File: src/rtl/dcache_wb_pkg.sv
// Shared types and widths for the direct-mapped write-back data cache.
// Word address layout is {tag, index, offset}; a memory line address is {tag, index}.
package dcache_wb_pkg;

   localparam int ADDR_W         = 30;
   localparam int INDEX_W        = 3;
   localparam int NUM_LINES      = 2 ** INDEX_W;
   localparam int OFFSET_W       = 2;
   localparam int TAG_W          = ADDR_W - INDEX_W - OFFSET_W;
   localparam int LINE_ADDR_W    = ADDR_W - OFFSET_W;
   localparam int WORD_W         = 32;
   localparam int WORDS_PER_LINE = 2 ** OFFSET_W;
   localparam int LINE_W         = WORD_W * WORDS_PER_LINE;

   typedef enum logic [1:0] {
      IDLE      = 2'd0,
      WRITEBACK = 2'd1,
      ALLOCATE  = 2'd2
   } state_t;

   typedef logic [TAG_W-1:0]    tag_t;
   typedef logic [INDEX_W-1:0]  index_t;
   typedef logic [OFFSET_W-1:0] offset_t;
   typedef logic [WORDS_PER_LINE-1:0][WORD_W-1:0] line_t;

   function automatic logic [LINE_ADDR_W-1:0] line_addr(input tag_t tag, input index_t index);
      return {tag, index};
   endfunction

endpackage

File: src/rtl/dcache_wb_if.sv
// Core-side request port and memory-side line port of the data cache.
// The cache uses the slave view; the core/memory environment uses the master view.
interface dcache_wb_if;
   import dcache_wb_pkg::*;

   logic                   proc_read;
   logic                   proc_write;
   logic [ADDR_W-1:0]      proc_addr;
   logic [WORD_W-1:0]      proc_wdata;
   logic [WORD_W-1:0]      proc_rdata;
   logic                   proc_stall;

   logic                   mem_read;
   logic                   mem_write;
   logic [LINE_ADDR_W-1:0] mem_addr;
   logic [LINE_W-1:0]      mem_wdata;
   logic [LINE_W-1:0]      mem_rdata;
   logic                   mem_ready;

   modport slave (
      input  proc_read, proc_write, proc_addr, proc_wdata, mem_rdata, mem_ready,
      output proc_rdata, proc_stall, mem_read, mem_write, mem_addr, mem_wdata
   );

   modport master (
      output proc_read, proc_write, proc_addr, proc_wdata, mem_rdata, mem_ready,
      input  proc_rdata, proc_stall, mem_read, mem_write, mem_addr, mem_wdata
   );

endinterface

File: src/rtl/dcache_array.sv
// Cache storage: valid/dirty bits are reset, tags and data are not.
// One combinational read port; one write port doing a word merge or a full line refill.
module dcache_array
   import dcache_wb_pkg::*;
(
   input  logic              clk,
   input  logic              rst_n,
   input  index_t            rd_index,
   output logic              rd_valid,
   output logic              rd_dirty,
   output tag_t              rd_tag,
   output line_t             rd_line,
   input  index_t            wr_index,
   input  logic              word_we,
   input  offset_t           word_offset,
   input  logic [WORD_W-1:0] word_data,
   input  logic              line_we,
   input  tag_t              line_tag,
   input  line_t             line_data
);

   logic [NUM_LINES-1:0] valid_q;
   logic [NUM_LINES-1:0] dirty_q;
   tag_t                 tag_q  [NUM_LINES];
   line_t                data_q [NUM_LINES];

   assign rd_valid = valid_q[rd_index];
   assign rd_dirty = dirty_q[rd_index];
   assign rd_tag   = tag_q[rd_index];
   assign rd_line  = data_q[rd_index];

   always_ff @(posedge clk) begin
      if (!rst_n) begin
         valid_q <= '0;
         dirty_q <= '0;
      end else if (line_we) begin
         valid_q[wr_index] <= 1'b1;
         dirty_q[wr_index] <= 1'b0;
      end else if (word_we) begin
         dirty_q[wr_index] <= 1'b1;
      end
   end

   // A refill takes priority over a word merge; nothing is written while in reset
   always_ff @(posedge clk) begin
      if (rst_n && line_we) begin
         tag_q[wr_index]  <= line_tag;
         data_q[wr_index] <= line_data;
      end else if (rst_n && word_we) begin
         data_q[wr_index][word_offset] <= word_data;
      end
   end

endmodule

File: src/rtl/dcache_wb.sv
// Direct-mapped, write-back, write-allocate data cache: single-cycle hits,
// misses stall the core while a dirty victim is written back and the line is refilled.
module dcache_wb
   import dcache_wb_pkg::*;
(
   input  logic       clk,
   input  logic       rst_n,
   dcache_wb_if.slave bus
);

   tag_t    req_tag;
   index_t  req_index;
   offset_t req_offset;
   logic    req;
   logic    hit;

   logic    rd_valid;
   logic    rd_dirty;
   tag_t    rd_tag;
   line_t   rd_line;

   logic    word_we;
   logic    line_we;
   index_t  wr_index;

   state_t                 state_q,     state_d;
   logic                   mem_read_q,  mem_read_d;
   logic                   mem_write_q, mem_write_d;
   logic [LINE_ADDR_W-1:0] mem_addr_q,  mem_addr_d;
   line_t                  mem_wdata_q, mem_wdata_d;
   logic [LINE_ADDR_W-1:0] miss_line_q, miss_line_d;

   assign req_tag    = bus.proc_addr[ADDR_W-1 -: TAG_W];
   assign req_index  = bus.proc_addr[INDEX_W+OFFSET_W-1:OFFSET_W];
   assign req_offset = bus.proc_addr[OFFSET_W-1:0];
   assign req        = bus.proc_read | bus.proc_write;
   assign hit        = rd_valid && (rd_tag == req_tag);

   assign bus.proc_stall = req && !(state_q == IDLE && hit);
   assign bus.proc_rdata = bus.proc_read ? rd_line[req_offset] : '0;
   assign bus.mem_read   = mem_read_q;
   assign bus.mem_write  = mem_write_q;
   assign bus.mem_addr   = mem_addr_q;
   assign bus.mem_wdata  = mem_wdata_q;

   // The refill lands on the latched miss line, so it survives the core dropping its request
   assign wr_index = line_we ? miss_line_q[INDEX_W-1:0] : req_index;

   dcache_array u_array (
      .clk         (clk),
      .rst_n       (rst_n),
      .rd_index    (req_index),
      .rd_valid    (rd_valid),
      .rd_dirty    (rd_dirty),
      .rd_tag      (rd_tag),
      .rd_line     (rd_line),
      .wr_index    (wr_index),
      .word_we     (word_we),
      .word_offset (req_offset),
      .word_data   (bus.proc_wdata),
      .line_we     (line_we),
      .line_tag    (miss_line_q[LINE_ADDR_W-1 -: TAG_W]),
      .line_data   (bus.mem_rdata)
   );

   always_ff @(posedge clk) begin
      if (!rst_n) begin
         state_q     <= IDLE;
         mem_read_q  <= 1'b0;
         mem_write_q <= 1'b0;
         mem_addr_q  <= '0;
         mem_wdata_q <= '0;
         miss_line_q <= '0;
      end else begin
         state_q     <= state_d;
         mem_read_q  <= mem_read_d;
         mem_write_q <= mem_write_d;
         mem_addr_q  <= mem_addr_d;
         mem_wdata_q <= mem_wdata_d;
         miss_line_q <= miss_line_d;
      end
   end

   always_comb begin
      state_d     = state_q;
      mem_read_d  = mem_read_q;
      mem_write_d = mem_write_q;
      mem_addr_d  = mem_addr_q;
      mem_wdata_d = mem_wdata_q;
      miss_line_d = miss_line_q;
      word_we     = 1'b0;
      line_we     = 1'b0;

      case (state_q)
         IDLE: begin
            if (req) begin
               if (hit) begin
                  word_we = bus.proc_write;
               end else begin
                  miss_line_d = bus.proc_addr[ADDR_W-1:OFFSET_W];
                  if (rd_valid && rd_dirty) begin
                     state_d     = WRITEBACK;
                     mem_write_d = 1'b1;
                     mem_addr_d  = line_addr(rd_tag, req_index);
                     mem_wdata_d = rd_line;
                  end else begin
                     state_d    = ALLOCATE;
                     mem_read_d = 1'b1;
                     mem_addr_d = bus.proc_addr[ADDR_W-1:OFFSET_W];
                  end
               end
            end
         end

         WRITEBACK: begin
            if (bus.mem_ready) begin
               mem_write_d = 1'b0;
               if (req) begin
                  state_d    = ALLOCATE;
                  mem_read_d = 1'b1;
                  mem_addr_d = miss_line_q;
               end else begin
                  state_d = IDLE;
               end
            end
         end

         ALLOCATE: begin
            if (bus.mem_ready) begin
               line_we    = 1'b1;
               mem_read_d = 1'b0;
               state_d    = IDLE;
            end
         end

         default: state_d = IDLE;
      endcase
   end

endmodule

File: src/flat_wrapper.sv
// flat-port wrapper written by rule: the top's interface ports become plain ports
module dcache_wb_flat import dcache_wb_pkg::*;
  (clk, rst_n, bus_proc_read, bus_proc_write, bus_proc_addr, bus_proc_wdata, bus_mem_rdata, bus_mem_ready, bus_proc_rdata, bus_proc_stall, bus_mem_read, bus_mem_write, bus_mem_addr, bus_mem_wdata);
  dcache_wb_if bus_i ();
  input  logic clk;
  input  logic rst_n;
  input wire logic [$bits(bus_i.proc_read)-1:0] bus_proc_read;
  input wire logic [$bits(bus_i.proc_write)-1:0] bus_proc_write;
  input wire logic [$bits(bus_i.proc_addr)-1:0] bus_proc_addr;
  input wire logic [$bits(bus_i.proc_wdata)-1:0] bus_proc_wdata;
  input wire logic [$bits(bus_i.mem_rdata)-1:0] bus_mem_rdata;
  input wire logic [$bits(bus_i.mem_ready)-1:0] bus_mem_ready;
  output wire logic [$bits(bus_i.proc_rdata)-1:0] bus_proc_rdata;
  output wire logic [$bits(bus_i.proc_stall)-1:0] bus_proc_stall;
  output wire logic [$bits(bus_i.mem_read)-1:0] bus_mem_read;
  output wire logic [$bits(bus_i.mem_write)-1:0] bus_mem_write;
  output wire logic [$bits(bus_i.mem_addr)-1:0] bus_mem_addr;
  output wire logic [$bits(bus_i.mem_wdata)-1:0] bus_mem_wdata;
  assign bus_i.proc_read = bus_proc_read;
  assign bus_i.proc_write = bus_proc_write;
  assign bus_i.proc_addr = bus_proc_addr;
  assign bus_i.proc_wdata = bus_proc_wdata;
  assign bus_i.mem_rdata = bus_mem_rdata;
  assign bus_i.mem_ready = bus_mem_ready;
  assign bus_proc_rdata = bus_i.proc_rdata;
  assign bus_proc_stall = bus_i.proc_stall;
  assign bus_mem_read = bus_i.mem_read;
  assign bus_mem_write = bus_i.mem_write;
  assign bus_mem_addr = bus_i.mem_addr;
  assign bus_mem_wdata = bus_i.mem_wdata;
  dcache_wb u_core (.clk(clk), .rst_n(rst_n), .bus(bus_i));
endmodule
File: config.mk
export PLATFORM = sky130hd
export DESIGN_NAME = dcache_wb_flat
export DESIGN_NICKNAME = d
export VERILOG_FILES = /design/src/rtl/dcache_wb_pkg.sv /design/src/rtl/dcache_wb_if.sv /design/src/rtl/dcache_array.sv /design/src/rtl/dcache_wb.sv /design/src/flat_wrapper.sv
export SDC_FILE = /design/constraint.sdc
export NUM_CORES = 1
export LEC_CHECK = 0
export CORE_AREA = 2 2 356 358
export CTS_BUF_LIST = sky130_fd_sc_hd__clkbuf_4 sky130_fd_sc_hd__clkbuf_8
export DETAILED_ROUTE_END_ITERATION = 8
export DIE_AREA = 0 0 358 360
export GPL_ROUTABILITY_DRIVEN = 0
export PLACE_DENSITY_LB_ADDON = 0.12
export SLEW_MARGIN = 20
export SYNTH_ARGS = -nofsm -noshare
export SYNTH_HDL_FRONTEND = slang
export SYNTH_SLANG_ARGS = --single-unit
File: constraint.sdc
create_clock -name clk -period 6.7 [get_ports clk]
set_input_delay 1.005 -clock clk [delete_from_list [all_inputs] [get_ports clk]]
set_output_delay 1.005 -clock clk [all_outputs]
set_load 0.01 [all_outputs]
Yosys cells after proc, flatten, opt, wreduce, memory -nomap -nowiden. Memories as Yosys holds them, arrays and structs flattened. Cells that the tools add are included. Widths: inputs -> output; s select.

Bits of input ports: 195. Bits in registers: 204. Output and inout bits: 191. Memories: 2. Memory bits (writable): 1224. Word-level logic and storage cells: 357.

Memory list: u_core.u_array.data_q (words 8, bits a word 128, read ports 1, clocked after Yosys merged registers in 0, write ports 1, line dcache_array.sv:25) `line_t data_q [NUM_LINES];`; u_core.u_array.tag_q (words 8, bits a word 25, read ports 1, clocked after Yosys merged registers in 0, write ports 1, line dcache_array.sv:24) `tag_t tag_q [NUM_LINES];`.

Multiplexer cells: 176. Reductions and logical operators: 19. Bitwise operators: 134. Eq/ne operators: 10. $lt $le $gt $ge: 5.

Operators by type and width (number): $mux 1 (149); $mux 28 (5); $or 1x1->1 (129); $mux 128 (1); $mux 32 (3); $bmux 32 s2 (1); $demux 32 s2 (1); $pmux 28 s2 (1); $eq 25x25->1 (1); $mux 8 (2); $or 8x8->8 (2); $mux 2 (6); $ne 2x2->1 const B (5); $reduce_and 5->1 (2); $and 8x8->8 (1); $logic_and 1x1->1 (8); $lt 3x4->1 const B (2); $not 8->8 (1); $reduce_and 4->1 (2); $reduce_and 7->1 (1); $bmux 1 s3 (2); $pmux 2 s3 (1); $ne 2x1->1 const B (2); $reduce_bool 2->1 (2); 14 further kinds (14).

Longest topological paths before layout. Gate-level depths: netlist of the first run.

Depth after elaboration: 11. Depth in mapped cells: 14. Gate-level depth less buffers: 9.

By module. From an unflattened synthesis of the first run, not the netlist that was laid out.

Cell total of the unflattened synthesis: 3084. Area, all modules: 57916.8 µm².

Modules (own cells, without submodules): dcache_array (area an instance 48606.6 µm², sequential area each 37075.6 µm², instances 1, cells an instance 2046); dcache_wb (area an instance 9310.2 µm², sequential area each 3763.6 µm², instances 1, cells an instance 1038).

Worst setup path before layout of the first run. Ideal clock, no wire load.

Kind: input to register. From: input bus_proc_addr[2]. To: memory u_core.u_array.data_q[0][100] in the netlist's numbering, enable pin. Stages on the path: 13. Setup time: 0.432 ns. Data required time: 6.268 ns. Arrival: 5.454 ns. Buffers on the path: 6. Setup slack: 0.814 ns. Cell sequence: buf_2 > buf_2 > buf_1 > mux2i_1 > xnor2_1 > nor3b_1 > nand4_1 > or4_1 > clkbuf_1 > or4_1 > buf_2 > buf_6 > a21oi_1.

Word-level cells in the longest chain between the ends: 11. Elaborated cells between the ends (all ways): 14. Classes of those cells: eq/ne (1); mux (9); bitwise (1); reduce/logical (2); memory (1).

Ends and longest elaborated chain: from (decl) (line flat_wrapper.sv:9) `input wire logic [$bits(bus_i.proc_addr)-1:0] bus_proc_addr;`; $mem_v2 8x25 or $bmux 1 s3 (tied branches); $eq 25x25->1 or $mux 1 (tied branches) (line dcache_wb.sv:37, dcache_array.sv:27); $logic_and 1x1->1 (line dcache_wb.sv:37) `assign hit = rd_valid && (rd_tag == req_tag);`; $mux 1 (line dcache_wb.sv:97) `if (hit) begin`; $mux 1 (line dcache_wb.sv:96) `if (req) begin`; $mux 1 (line dcache_wb.sv:94) `case (state_q)`; $logic_and 1x1->1 (line dcache_array.sv:49) `end else if (rst_n && word_we) begin`; $mux 1 (line dcache_array.sv:49); $mux 1 (line dcache_array.sv:46) `if (rst_n && line_we) begin`; $mux 128 (implied by the code) (line dcache_array.sv:50) `data_q[wr_index][word_offset] <= word_data;`; $or 1x1->1 (no line); to (decl) (line dcache_array.sv:25).

Parallel ways exist; a longest one is shown, timed or not. The select of a mux whose other input is x is not followed.

Final worst setup path of the first run.
From: input bus_proc_addr[2]. To: output bus_proc_rdata[15].

Word-level cells in the longest chain between the ends: 4.

Ends and longest elaborated chain: $mem_v2 8x128; $bmux 32 s2 (line dcache_wb.sv:40) `assign bus.proc_rdata = bus.proc_read ? rd_line[req_offset] : '0;`; $mux 32 (implied by the code) (line dcache_wb.sv:40); $mux 32 (line dcache_wb.sv:40); to (decl) (line flat_wrapper.sv:13) `output wire logic [$bits(bus_i.proc_rdata)-1:0] bus_proc_rdata;`.

No other way between the ends. The select of a mux whose other input is x is not followed.

==> results.sh, run 1 <==
export IMPL_drc=0
export IMPL_drv_slew=0
export IMPL_synth_commonest_cells="1224 x edfxtp_1, 311 x mux4_2, 226 x mux2i_1, 213 x a21oi_1, 204 x dfxtp_1"
export IMPL_hp_class="register to register"
export IMPL_nets=3787
export IMPL_cp_max_fo=74
export IMPL_final_cells=5451
export IMPL_via_per_inst=6.036
export IMPL_ys_types=48
export IMPL_status="finished clean"
export IMPL_fp_row_count=130
export IMPL_dp_cells=5012
export IMPL_vias=32904
export IMPL_dp_hpwl_um=112400
export IMPL_start_util=0.4572
export IMPL_p_per_area_nw_per_um2=275.4
export IMPL_synth_top_area_share=0.6435
export IMPL_post_cts_buffers=0
export IMPL_die_h_um=360
export IMPL_grt_ovfl_total=0
export IMPL_area_growth_synth_to_final_pct=19.59
export IMPL_ctsHtreeMaxLevel=4
export IMPL_slew_headroom=0.1823
export IMPL_synth_mux_area_frac=0.1914
export IMPL_synth_top_family_by_area="multiplexers"
export IMPL_dr_pass1_iters=5
export IMPL_startpoint_type="input port"
export IMPL_yosys_area_share_simple=0.02202
export IMPL_whs_ns=0.4502
export IMPL_ir_worst_vdd_uv=215.0
export IMPL_tns_ns=0
export IMPL_grt_max_degree=131
export IMPL_syn_nets=3295
export IMPL_grt_pass1_wl_um=244200
export IMPL_fin_crit_ns=5.710
export IMPL_drt_iter0_markers=3980
export IMPL_synth_area_per_cell_sq_um=18.44
export IMPL_yosysMostFrequentCell="edfxtp_1"
export IMPL_final_area_sq_um=68300
export IMPL_max_cap_violations=0
export IMPL_synth_top_area_cell="edfxtp_1"
export IMPL_yosys_area_share_adder=0.0006572
export IMPL_yosys_warnings=0
export IMPL_power_static_leakage_nw=22.35
export IMPL_ant_nets=0
export IMPL_synth_edff_count=1224
export IMPL_coreArea_sq_um=124900
export IMPL_fmax_ghz=0.1751
export IMPL_synth_xor_xnor_area_share=0.001687
export IMPL_fillCellCount=9827
export IMPL_io_pins=386
export IMPL_numCtsBuffers=225
export IMPL_timing_critical_path_arrival_ns=4.70
export IMPL_clkTransAtPathRegs_ns=0.06
export IMPL_synth_seq_cells=1428
export IMPL_dieArea_sq_um=128900
export IMPL_cts_resized=0
export IMPL_seq_area_frac_synth=0.7150
export IMPL_synth_async_sr_flop_share=0
export IMPL_grt_pass1_vias=32385
export IMPL_crit_type="input port to output port"
export IMPL_wl_um=176100
export IMPL_finClkSkew_ns=0.04606
export IMPL_cts_path_max_buffers=3
export IMPL_root_buffer="clkbuf_8"
export IMPL_tightest_slew_ns=1.192
export IMPL_place_area_sq_um=63570
export IMPL_postCtsHoldBufs=0
export IMPL_grt_usage=0.2720
export IMPL_hold_viol_final=0
export IMPL_rsz0062_at_grt="no"
export IMPL_fp_dieW_um=358
export IMPL_cts_tree="done"
export IMPL_synth_compound_area_frac=0.05255
export IMPL_wl_per_cell_um=32.31
export IMPL_drive_above_1_share=0.2622
export IMPL_end_kind="output port"
export IMPL_antenna_found_initial=39
export IMPL_port_buffers=385
export IMPL_synth_area_leaders="edfxtp_1 64%, mux4_2 12%, dfxtp_1 7.2%"
export IMPL_crit_required_ns=5.69
export IMPL_syn_inst=3097
export IMPL_cts_sinks=1428
export IMPL_synth_cell_area_sq_um=57110
export IMPL_clock_latency_ns=0.95
export IMPL_setup_viol=0
export IMPL_synth_ff_type="edfxtp_1"
export IMPL_min_period_over_period=0.8522
## registers in the layout, summed over array words and instances (netlist names), named ones only
register and count:
u_core.u_array.data_q 1024, u_core.u_array.tag_q 200, u_core.bus.mem_wdata 128, u_core.bus.mem_addr 28
u_core.miss_line_q 28, u_core.u_array.valid_q 8, u_core.state_q 2, u_core.bus.mem_read 1
u_core.bus.mem_write 1
## per-stage QoR
| stage | total power [W] | utilization | worst slack (ns) |
|---|---|---|---|
| after floorplan | 0.01070 | - | 0.8143 |
| after global placement | 0.01140 | 0.5089 | 1.010 |
| after detailed placement | 0.01143 | 0.5089 | 0.9241 |
| after CTS | 0.01894 | 0.5464 | 0.9708 |
| after global routing | 0.01938 | 0.5465 | 0.7652 |
| final | 0.01881 | 0.5468 | 0.9905 |
## critical path: stages
cell and delay (ns):
buf_8 0.57, buf_12 0.47, mux4_2 0.56, mux2i_1 0.93, mux4_2 0.43, nor2b_1 0.07
clkdlybuf4s50_1 0.49
## path summary, 6_finish.rpt
kind	from	end	slack (ns)	cells after the start
max	bus_proc_addr[2]	bus_proc_rdata[15]	0.99	7
min	u_core.u_array.valid_q[6]	u_core.u_array.valid_q[6]	0.45	1
max reg2reg	u_core.u_array.tag_q[7][7]	u_core.u_array.data_q[6][66]	2.14	8
min reg2reg	u_core.u_array.valid_q[6]	u_core.u_array.valid_q[6]	0.45	1
## cells by family after synthesis
| group | Yosys count |
|---|---|
| compound gates | 486 |
| xor+xnor | 11 |
| fa+ha+maj | 3 |
| buf+inv | 231 |
| flops | 1428 |
| mux | 675 |
| simple gates | 263 |
## routing by layer
metal,track usage,share of wire
met1,0.3778,0.40
met2,0.4140,0.46
met3,0.07762,0.10
met4,0.08984,0.029
met5,0,0.00019
## cell usage in the layout, fill, tap and decap left out, types with 12 or more instances in the layout
| cell | count |
|---|---|
| diode_2 | 17 |
| dfxtp_1 | 204 |
| o21ai_0 | 60 |
| nand2_1 | 107 |
| mux2i_1 | 226 |
| nor2b_1 | 36 |
| nor3_1 | 20 |
| mux2_2 | 106 |
| a21o_1 | 12 |
| nor2_1 | 12 |
| nand3_1 | 37 |
| buf_4 | 86 |
| clkinv_2 | 23 |
| a211oi_1 | 131 |
| clkdlybuf4s50_1 | 378 |
| mux4_2 | 311 |
| a21oi_1 | 180 |
| clkbuf_4 | 86 |
| buf_12 | 16 |
| clkinv_1 | 45 |
| edfxtp_1 | 1224 |
| a22o_1 | 20 |
| clkbuf_8 | 248 |
| mux2_4 | 30 |
| a21oi_4 | 32 |
## cell type report
| cell class | count | area [sq um] | area share |
|---|---|---|---|
| antenna | 17 | 42.54 | 0.0006228 |
| clock buffer | 334 | 4059 | 0.05943 |
| clock inverter | 88 | 629.4 | 0.009214 |
| inverter | 9 | 38.79 | 0.0005679 |
| multi-input combinational | 1438 | 15810 | 0.2315 |
| sequential | 1428 | 40840 | 0.5979 |
| tap | 1650 | 2064 | 0.03023 |
| timing repair buffer | 487 | 4815 | 0.07049 |
## where the power goes
part | switching, W | internal (W)
Sequential | 0.0000656 | 0.00975
Clock | 0.00347 | 0.00409
Combinational | 0.000857 | 0.000568
Total | 0.00440 | 0.0144
(Power assumes the default switching activity.)
==> run 2, diff against run 1 <==
CTS_CLUSTER_DIAMETER = 50   (was default)
==> run 2 against run 1 <==
Global-route usage is essentially flat. Utilization about the same. Maximum frequency is 0.40% lower. Final cell count barely moved. Register-to-register slack worse by 0.02 ns. Largest cell class unchanged.
==> results.sh, run 2 (same netlist as run 1, synthesis figures left out) <==
export IMPL_fin_crit_ns=5.732
export IMPL_cpMostUsedCell="mux4_2"
export IMPL_grt_max_degree=131
export IMPL_grt_pass1_wl_um=244300
export IMPL_seq_area_sq_um=40840
export IMPL_start_util=0.4572
export IMPL_hold_start="u_core.u_array.valid_q[6]"
export IMPL_r2r_cells=8
export IMPL_port_buffers=385
export IMPL_numCtsBuffers=226
export IMPL_cts_tree="done"
export IMPL_fmax_ghz=0.1744
export IMPL_wl_um=176000
export IMPL_min_period_over_period=0.8556
export IMPL_dp_hpwl_um=112400
export IMPL_critical_path_buf_inv_count=3
export IMPL_worstReg2RegEnd="u_core.u_array.data_q[2][73]"
export IMPL_dr_pass1_iters=5
export IMPL_fillCellCount=9811
export IMPL_power_w=0.01888
export IMPL_cp_top_family="multiplexers"
export IMPL_slowest_stage="mux2i_1"
export IMPL_cts_path_max_buffers=3
export IMPL_final_cells=5448
export IMPL_die_h_um=360
export IMPL_largest_register_ff_count=1024
export IMPL_crit_type="input port to output port"
export IMPL_status="finished clean"
export IMPL_antenna_found_initial=38
export IMPL_cts_resized=0
export IMPL_finClkSkew_ns=0.06453
export IMPL_dieArea_sq_um=128900
export IMPL_final_util=0.5471
export IMPL_grt_usage=0.2724
export IMPL_p_per_area_nw_per_um2=276.3
export IMPL_whs_ns=0.4509
export IMPL_via_per_inst=6.010
export IMPL_final_cell_mix="1224 x edfxtp_1, 378 x clkdlybuf4s50_1, 311 x mux4_2"
export IMPL_hp_class="register to register"
export IMPL_io_pins=386
export IMPL_drc=0
export IMPL_ant_nets=0
export IMPL_max_stage_delay_ns=0.92
export IMPL_tns_ns=0
export IMPL_r2r_slack_ns=2.12
export IMPL_grt_ovfl_total=0
export IMPL_area_growth_synth_to_final_pct=19.65
export IMPL_max_cap_violations=0
export IMPL_timing_critical_path_arrival_ns=4.73
export IMPL_ctsHtreeMaxLevel=4
export IMPL_nets=3788
export IMPL_power_static_leakage_nw=22.39
export IMPL_dp_cells=5012
export IMPL_fp_row_count=130
export IMPL_drt_iter0_markers=3933
export IMPL_tightest_slew_ns=1.188
export IMPL_slew_headroom=0.1852
export IMPL_min_delay_path_depth=1
export IMPL_multiInputGateArea_sq_um=15810
export IMPL_ir_worst_vdd_uv=209.6
export IMPL_drv_slew=0
export IMPL_startpoint_type="input port"
export IMPL_postCtsHoldBufs=0
export IMPL_setup_viol=0
export IMPL_hold_path_end="u_core.u_array.valid_q[6]"
export IMPL_end_kind="output port"
export IMPL_final_common_cell="edfxtp_1"
export IMPL_root_buffer="clkbuf_8"
export IMPL_grt_pass1_vias=32395
export IMPL_coreArea_sq_um=124900
export IMPL_post_cts_buffers=0
export IMPL_wl_per_cell_um=32.30
export IMPL_cp_cell_sequence="buf_8 -> buf_12 -> mux4_2 -> mux2i_1 -> mux4_2 -> nor2b_1 -> clkdlybuf4s50_1"
export IMPL_cts_sinks=1428
export IMPL_clkTransAtPathRegs_ns=0.06
export IMPL_drive_above_1_share=0.2659
export IMPL_rsz0062_at_grt="no"
export IMPL_cp_max_fo=74
export IMPL_hold_viol_final=0
export IMPL_vias=32743
export IMPL_fp_dieW_um=358
export IMPL_r2r_start="u_core.u_array.tag_q[7][7]"
export IMPL_clock_latency_ns=0.96
export IMPL_largest_register="u_core.u_array.data_q"
export IMPL_crit_required_ns=5.69
==> run 2: cell types whose count changed in the layout (fill, tap and decap cells not counted), sizes merged <==
cell,change
clkbuf,+11
clkinv,-10
diode,-6
inv,+2
==> run 2: stage by stage <==
step | cell area (sq um) | setup WS, ns
after floorplan | 57110 | 0.8143
after global placement | 63570 | 1.010
after detailed placement | 63570 | 0.9241
after CTS | 68310 | 0.9684
after global routing | 68320 | 0.7593
final | 68340 | 0.9675
==> run 2: worst max-delay path by stage <==
stage | start | slack (ns) | cells past startpoint | end
after floorplan | bus_proc_addr[2] | 0.81 | 13 | u_core.u_array.data_q[0][100]
after global placement | bus_proc_addr[2] | 1.01 | 7 | bus_proc_rdata[19]
after detailed placement | bus_proc_addr[2] | 0.92 | 10 | u_core.u_array.data_q[6][79]
after CTS | bus_proc_addr[2] | 0.97 | 9 | bus_proc_stall
after global routing | bus_proc_addr[2] | 0.76 | 9 | bus_proc_stall
final | bus_proc_addr[2] | 0.97 | 7 | bus_proc_rdata[1]
==> run 2: layer usage <==
layer / wire length [um] / vias up / track usage
met5: 22 / - / 0
met4: 4595 / 4 / 0.08458
met3: 18190 / 252 / 0.07894
met2: 82040 / 1669 / 0.4166
met1: 71140 / 17160 / 0.3779
li1: - / 13658 / -
==> run 2: layout make-up <==
class                      count  share of cell area
sequential                  1428              0.5976
multi-input combinational   1438              0.2314
timing repair buffer         487             0.07045
clock buffer                 345             0.06051
tap                         1650             0.03021
clock inverter                80            0.008843
inverter                       9           0.0005676
antenna                       11           0.0004028
==> run 2: worst register-to-register path: cells and delay by family, from the launching register on <==
family,cells,cell delay [ns]
and+or+nand+nor,3,1.74
muxes,2,0.78
buffers and inverters,1,0.56
DFF,1,0.37
xor gates and xnor gates,1,0.37
AOI/OAI and AO/OA,1,0.36
==> run 2: report_power, final <==
group          internal [W]  switching, W
Combinational      0.000568      0.000856
Sequential          0.00975     0.0000653
Clock               0.00416       0.00348
